[config.mk]
export PLATFORM = sky130hd
export DESIGN_NAME = dmem_ctrl
export DESIGN_NICKNAME = d
export VERILOG_FILES = /design/src/rtl/dmem_pkg.sv /design/src/rtl/dmem_array.sv /design/src/rtl/dmem_ctrl.sv
export SDC_FILE = /design/constraint.sdc
export NUM_CORES = 2
export LEC_CHECK = 0
export CAP_MARGIN = 30
export CORE_MARGIN = 3
export CORE_UTILIZATION = 60
export CTS_CLUSTER_DIAMETER = 50
export DETAILED_ROUTE_END_ITERATION = 12
export PLACE_DENSITY_LB_ADDON = 0.2
export SLEW_MARGIN = 20
export SYNTH_ARGS = -nofsm -noshare
export SYNTH_HDL_FRONTEND = slang
export SYNTH_HIERARCHICAL = 1
export SYNTH_SLANG_ARGS = --single-unit
[constraint.sdc]
create_clock -name clk -period 6.35 [get_ports clk]
set_input_delay 1.5875 -clock clk [delete_from_list [all_inputs] [get_ports clk]]
set_output_delay 1.5875 -clock clk [all_outputs]
set_load 0.02 [all_outputs]
[src/rtl/dmem_pkg.sv]
// Shared types and constants for the data memory controller.
// Lane parity is only used when DMEM_PARITY_EN is defined.
package dmem_pkg;

  localparam int BYTE_W     = 8;
  localparam int DEF_DATA_W = 16;
  localparam int DEF_DEPTH  = 256;

  typedef enum logic {
    INIT,
    READY
  } state_t;

  // Even parity: the stored bit makes the lane plus parity hold an even number of ones.
  function automatic logic lane_parity(input logic [BYTE_W-1:0] lane);
    return ^lane;
  endfunction

endpackage

[src/rtl/dmem_array.sv]
// Reset-less storage array with per-lane write enables, one synchronous
// write port and one registered read port.
module dmem_array #(
  parameter int LANE_W = 8,
  parameter int NB     = 2,
  parameter int DEPTH  = 256,
  parameter int ADDR_W = 8
) (
  input  logic                   clk,
  input  logic [NB-1:0]          we,
  input  logic [ADDR_W-1:0]      waddr,
  input  logic [NB*LANE_W-1:0]   wdata,
  input  logic                   re,
  input  logic [ADDR_W-1:0]      raddr,
  output logic [NB*LANE_W-1:0]   rdata
);

  logic [NB*LANE_W-1:0] mem [DEPTH];

  always_ff @(posedge clk) begin
    for (int i = 0; i < NB; i++) begin
      if (we[i]) mem[waddr][i*LANE_W +: LANE_W] <= wdata[i*LANE_W +: LANE_W];
    end
    if (re) rdata <= mem[raddr];
  end

endmodule

[src/rtl/dmem_ctrl.sv]
// Data memory controller: zero-fill FSM, range check and one-cycle response.
// Optional per-lane parity storage and checking under DMEM_PARITY_EN.
module dmem_ctrl
  import dmem_pkg::*;
#(
  parameter  int DATA_W = DEF_DATA_W,
  parameter  int DEPTH  = DEF_DEPTH,
  parameter  int ADDR_W = $clog2(DEPTH),
  localparam int NB     = DATA_W / BYTE_W
) (
  input  logic              clk,
  input  logic              rst_n,
  input  logic              req_valid,
  output logic              req_ready,
  input  logic              req_we,
  input  logic [ADDR_W-1:0] req_addr,
  input  logic [DATA_W-1:0] req_wdata,
  input  logic [NB-1:0]     req_be,
  output logic              rsp_valid,
  output logic [DATA_W-1:0] rsp_rdata,
  output logic              rsp_err,
  output logic              par_err,
  input  logic              clear_req,
  output logic              init_busy
);

`ifdef DMEM_PARITY_EN
  localparam int PAR_W = 1;
`else
  localparam int PAR_W = 0;
`endif
  localparam int LANE_W = BYTE_W + PAR_W;
  localparam int MEM_W  = NB * LANE_W;
  localparam logic [ADDR_W-1:0] LAST = ADDR_W'(DEPTH - 1);

  state_t            state, next_state;
  logic [ADDR_W-1:0] cnt;
  logic              accept, in_range;
  logic [NB-1:0]     arr_we;
  logic [ADDR_W-1:0] arr_waddr;
  logic [MEM_W-1:0]  arr_wdata, packed_wdata, arr_rdata;
  logic              arr_re;
  logic              rsp_valid_q, rsp_err_q, rsp_read_q;
  logic [DATA_W-1:0] read_data;

  always_ff @(posedge clk or negedge rst_n) begin
    if (!rst_n) state <= INIT;
    else        state <= next_state;
  end

  always_comb begin
    next_state = state;
    req_ready  = 1'b0;
    init_busy  = 1'b0;
    case (state)
      INIT: begin
        init_busy = 1'b1;
        if (cnt == LAST) next_state = READY;
      end
      READY: begin
        req_ready = 1'b1;
        if (clear_req) next_state = INIT;
      end
      default: next_state = INIT;
    endcase
  end

  // Counter idles at 0 in READY so every fill, including one started by clear_req, begins at word 0.
  always_ff @(posedge clk or negedge rst_n) begin
    if (!rst_n)                            cnt <= '0;
    else if (state == INIT && cnt != LAST) cnt <= cnt + ADDR_W'(1);
    else                                   cnt <= '0;
  end

  assign accept   = req_valid && req_ready;
  assign in_range = 32'(req_addr) < 32'(DEPTH);

  always_comb begin
    packed_wdata = '0;
    for (int i = 0; i < NB; i++) begin
      packed_wdata[i*LANE_W +: BYTE_W] = req_wdata[i*BYTE_W +: BYTE_W];
`ifdef DMEM_PARITY_EN
      packed_wdata[i*LANE_W + BYTE_W] = lane_parity(req_wdata[i*BYTE_W +: BYTE_W]);
`endif
    end
  end

  always_comb begin
    arr_we    = '0;
    arr_waddr = req_addr;
    arr_wdata = packed_wdata;
    if (state == INIT) begin
      arr_we    = '1;
      arr_waddr = cnt;
      arr_wdata = '0;
    end else if (accept && req_we && in_range) begin
      arr_we = req_be;
    end
  end

  assign arr_re = accept && !req_we && in_range;

  dmem_array #(
    .LANE_W (LANE_W),
    .NB     (NB),
    .DEPTH  (DEPTH),
    .ADDR_W (ADDR_W)
  ) u_array (
    .clk   (clk),
    .we    (arr_we),
    .waddr (arr_waddr),
    .wdata (arr_wdata),
    .re    (arr_re),
    .raddr (req_addr),
    .rdata (arr_rdata)
  );

  // Response flags are registered; read data comes from the array's own output register.
  always_ff @(posedge clk or negedge rst_n) begin
    if (!rst_n) begin
      rsp_valid_q <= 1'b0;
      rsp_err_q   <= 1'b0;
      rsp_read_q  <= 1'b0;
    end else begin
      rsp_valid_q <= accept;
      rsp_err_q   <= accept && !in_range;
      rsp_read_q  <= arr_re;
    end
  end

  always_comb begin
    read_data = '0;
    for (int i = 0; i < NB; i++) begin
      read_data[i*BYTE_W +: BYTE_W] = arr_rdata[i*LANE_W +: BYTE_W];
    end
  end

`ifdef DMEM_PARITY_EN
  logic read_par_bad;

  always_comb begin
    read_par_bad = 1'b0;
    for (int i = 0; i < NB; i++) begin
      if (arr_rdata[i*LANE_W + BYTE_W] != lane_parity(arr_rdata[i*LANE_W +: BYTE_W]))
        read_par_bad = 1'b1;
    end
  end

  assign par_err = rsp_read_q && read_par_bad;
`else
  assign par_err = 1'b0;
`endif

  assign rsp_valid = rsp_valid_q;
  assign rsp_err   = rsp_err_q;
  assign rsp_rdata = rsp_read_q ? read_data : '0;

endmodule

== Word level (Yosys, flattened, before mapping) ==
Memories as Yosys holds them, arrays and structs flattened. A register that Yosys moved wholly into a read port is not among the register bits.
Index checks and enable logic that the tools add are counted.

* Register bits after elaboration: 11
* RAM bits: 4,096
* Input bits: 31
* Output and inout bits: 21
* Logic and storage cells: 29
* Memories kept: 1

{| class="wikitable"
|+ Memory list
! memory !! words !! width !! rd ports !! clocked after memory_dff !! wr ports !! line !! RTL
|-
| u_array.mem || 256 || 16 || 1 || 1 || 1 || dmem_array.sv:18 || <nowiki>logic [NB*LANE_W-1:0] mem [DEPTH];</nowiki>
|}

* Add/subtract/negate cells: 1
* Eq/ne operators: 2
* Multiplexer cells: 15
* Bitwise gates (word level): 1
* Reductions and logical operators: 5

{| class="wikitable"
|+ Operator list
! cell !! count
|-
| 16-bit 2-to-1 mux || 2
|-
| 8-bit 2-to-1 mux || 2
|-
| 8-bit by 1-bit adder with 8-bit output, second input constant || 1
|-
| 8-bit == test, second input constant || 1
|-
| 1-bit 2-to-1 mux || 8
|-
| 8-bit inequality test, second input constant || 1
|-
| 1-bit logical AND || 4
|-
| 2-bit 2-to-1 mux || 2
|-
| 1-bit case mux with 2 select lines || 1
|-
| 1-bit zero test || 1
|-
| 1-bit NOT || 1
|}

== Logic depth before layout (Yosys ltp) ==
* Word-level depth: 7
* Gate-level depth with buffers: 12

== Hierarchy ==
The synthesis kept the hierarchy.

{| class="wikitable"
|+ By module, submodules not included
! module !! instances !! cells an instance !! area an instance (sq um) !! seq. area each (sq um)
|-
| dmem_array || 1 || 7,688 || 160,121.1 || 123,478.4
|-
| dmem_ctrl || 1 || 100 || 810.8 || 275.3
|}

== Least setup slack after synthesis ==
Ideal clock, no wire load.

* Kind: input -> register
* Start: in req_wdata[0]
* End: mem u_array/mem[0][0] (netlist bit), data pin
* Setup time: 867 ps
* Data arrival time: 4,815 ps
* Required time: 5,483 ps
* Slack: 669 ps
* Cell stages on the path: 1
* Buffers on the path: 0
* Cell sequence: and2_1

* Longest elaborated chain between the ends: 1

{| class="wikitable"
|+ RTL lines
! what !! line !! RTL
|-
| start: declaration || dmem_ctrl.sv:17 || <nowiki>input logic [DATA_W-1:0] req_wdata,</nowiki>
|-
| 16-bit 2-to-1 mux || dmem_ctrl.sv:92 || <nowiki>if (state == INIT) begin</nowiki>
|-
| end: declaration || dmem_array.sv:18 ||
|}

No other way between the ends.

== Worst setup path after layout ==
* Start: in req_addr[7]
* End: mem u_array/mem[13][4] (netlist bit) (enable)

* Longest elaborated chain between the ends: 1

{| class="wikitable"
|+ RTL lines
! what !! line !! RTL
|-
| start: declaration || dmem_ctrl.sv:16 || <nowiki>input logic [ADDR_W-1:0] req_addr,</nowiki>
|-
| 8-bit 2-to-1 mux || dmem_ctrl.sv:92 ||
|-
| named net arr_waddr[7] || dmem_ctrl.sv:40 || <nowiki>logic [ADDR_W-1:0] arr_waddr;</nowiki>
|}

The timed path passes the listed nets, and every way through them passes these cells.

==> results.yml <==
place:
  globalplace.congestion: 0.920
  dp_hpwl_mm: 240
  io_buffers: 49
synthesis:
  ys_seq_elements: 4123
  avgSynthCellArea_sq_um: 20.7
  synth_warnings: 6
  async_reset_ff_frac: 0.00267
  synth_edf_count: 4112
  synth.most_common_cell: "edfxtp_1"
  yosys-top-cells-count: "edfxtp_1, mux4_2, mux2i_1"
  syn_area_sq_um: 161000
  ys.flop_type: "edfxtp_1"
  synth_top_area_share: 0.767
  synth.area.top_cells: "edfxtp_1, mux4_2, mux2i_1"
  synthDistinctLibCells: 53
  synth_area_leader_cell: "edfxtp_1"
  syn_inst: 7788
  yosysSeqAreaShare: 0.769
timing:
  fin_crit_sh: 0.735
  hold_ws_ns: 0.500
  finalSetupViolCount: 0
  clock.fmax_mhz: 214
  drv_slew: 0
  finalCriticalPeriod_ns: 4.67
  skew_ns: 0.0645
  grt_setup_unrepaired: "no"
  tightest_slew_ns: 1.19
  hold_violations: 0
  setup_tns_ns: 0
  relSlewSlack: 0.202
clock_tree:
  cts_setup_buffers: 0
  cts_max_path_buffers: 4
  cts_root_buffer: "clkbuf_16"
  ctsHoldBuffers: 0
  clk_pin_slew_worst_paths_ns: 0.06
  clock_sinks: 4123
  numCtsBuffers: 402
  cts_tree: "yes"
  ctsResizeCount: 0
  clk_latency_ns: 0.91
  cts_htree_levels: 5
power_and_ir_drop:
  p_per_area_nw_per_um2: 322
  power_leakage_nw: 57.4
  vdd_drop_max_v: 0.000254
floorplan:
  dieArea_sq_um: 274000
  core_area_sq_um: 266000
  io_pins: 52
  die_h_um: 524
  die_w_um: 524
  initial_core_util: 0.605
  row_count: 189
route:
  wl_met1_mm: 150
  via_count: 81244
  drc_errors: 0
  wl_met3_mm: 44.8
  wl_met2_mm: 187
  drt_iter0_drc: 11592
  ant_nets: 0
  top_layer_used: "met5"
  finalWirelength_mm: 398
  dr.pass1.iters: 6
  wl_per_cell_um: 33.5
  vias_per_cell: 6.85
worst_setup_path:
  reg2reg_slack_ns: 1.87
  critPathMaxFanout: 16
  cp-startpoint: "req_addr[7]"
  r2r_start: "state$_DFF_PN0_"
  worst_setup_path_end_kind: "flip-flop"
  cp_data_required_time_ns: 6.88
  start_kind: "primary input"
  path_class: "primary input to flip-flop"
  worstPathArrival_ns: 5.19
grt:
  overflow: 0
  grt_max_degree: 257
  track_usage: 0.292
  grt_pass1_wl_mm: 578
  grt_pass1_vias: 80455
  antenna_found_initial: 23
min_path:
  hp-class: "flip-flop to flip-flop"
  min_from: "cnt[0]$_DFF_PN0_"
finish:
  drive_gt1_frac: 0.209
  nNetsFinal: 8039
  area_growth_pct: 11.0
status:
  outcome: "finished clean"
flow_run:
  drv_cap: 0
[logic make-up (layout without fill, tap and decap cells)]
logic type,count (synthesis),count (layout),share of synthesized area
mux,1476,1476,0.153
buf+inv,510,1043,0.0184
flops,4123,4123,0.769
simple gates,876,876,0.0238
fa+ha+maj,1,1,0.0000777
other cells,1,15,0.0000233
compound gates,798,798,0.0353
xor+xnor,3,3,0.000163
[metrics by stage]
| step | power, mW | instances | instance area [sq um] | setup slack [ns] | util |
|---|---|---|---|---|---|
| floorplan | 33.1 | 7789 | 161000 | 0.669 | - |
| global placement | 34.9 | 11118 | 166000 | 0.707 | 0.623 |
| detailed placement | 35.0 | 11127 | 166000 | 0.510 | 0.623 |
| CTS | 57.6 | 11846 | 178000 | 1.48 | 0.671 |
| global route | 59.0 | 11858 | 179000 | 1.62 | 0.671 |
| finish | 57.5 | 11868 | 179000 | 1.68 | 0.671 |
[sequential cells by signal (all words and copies together) (netlist names)]
name           count
rsp_read_q         1
u_array/rdata     16
cnt                8
rsp_valid          1
u_array/mem     4096
state              1
[final timing paths]
check | end | depth (start not counted)
worst max register to register | u_array/mem[118][5]$_DFFE_PP_ | 6
min in group asynchronous | cnt[6]$_DFF_PN0_ | 1
max in group asynchronous | cnt[5]$_DFF_PN0_ | 1
worst min-delay path | cnt[0]$_DFF_PN0_ | 1
worst min register to register | cnt[0]$_DFF_PN0_ | 1
worst max-delay path | u_array/mem[13][4]$_DFFE_PP_ | 6
[cells in the final DEF, fill, tap and decap left out, drive strengths merged, types with 3 or more instances in the layout]
master	synthesis	final
bufinv	0	32
mux2	70	70
diode	0	13
and2	37	37
o31ai	16	16
o211ai	8	8
a21oi	192	192
o21ai	29	29
nor3	104	104
a311oi	4	4
and3	4	4
a211oi	8	8
inv	7	30
buf	208	272
nor4bb	3	3
nor2	534	534
nor4	20	20
clkbuf	294	487
nand4	29	29
dfrtp	11	11
a32oi	8	8
a31oi	3	3
nand3	54	54
or3	6	6
o221ai	264	264
mux4	784	784
a22o	32	32
clkinvlp	0	17
clkinv	1	161
a221oi	16	16
mux2i	622	622
nor2b	9	9
nand2	68	68
edfxtp	4112	4112
a22oi	30	30
o32ai	16	16
nand2b	3	3
o22ai	172	172
clkdlybuf4s50	0	44
[critical path, stage by stage]
cell and delay, ns:
clkdlybuf4s50_1 0.90, mux2_2 0.62, nor2_1 0.16, buf_4 0.23, nand3_1 0.74, nor2_1 0.92
[power by group]
part	switching, mW	internal (mW)
Combinational	3.06	1.25
Clock	9.86	13.1
Sequential	0.132	30.1
Total	13.1	44.4
[metal layers]
metal  track usage  vias to the layer above
met4         0.112                       10
met3        0.0668                      790
li1              -                    33072
met2         0.445                     5003
met1         0.421                    42369
met5             0                        -
[area by class of cell]
cell class / count / area [sq um]
Inverter: 8 / 42.5
Clock inverter: 232 / 2090
Tap cell: 3533 / 4420
Sequential cell: 4123 / 124000
Fill cell: 16436 / 87400
Timing Repair Buffer: 316 / 3390
Clock buffer: 487 / 10500
Antenna cell: 13 / 32.5
Multi-Input combinational cell: 3156 / 34400
Power figures use the tool's default switching activity.
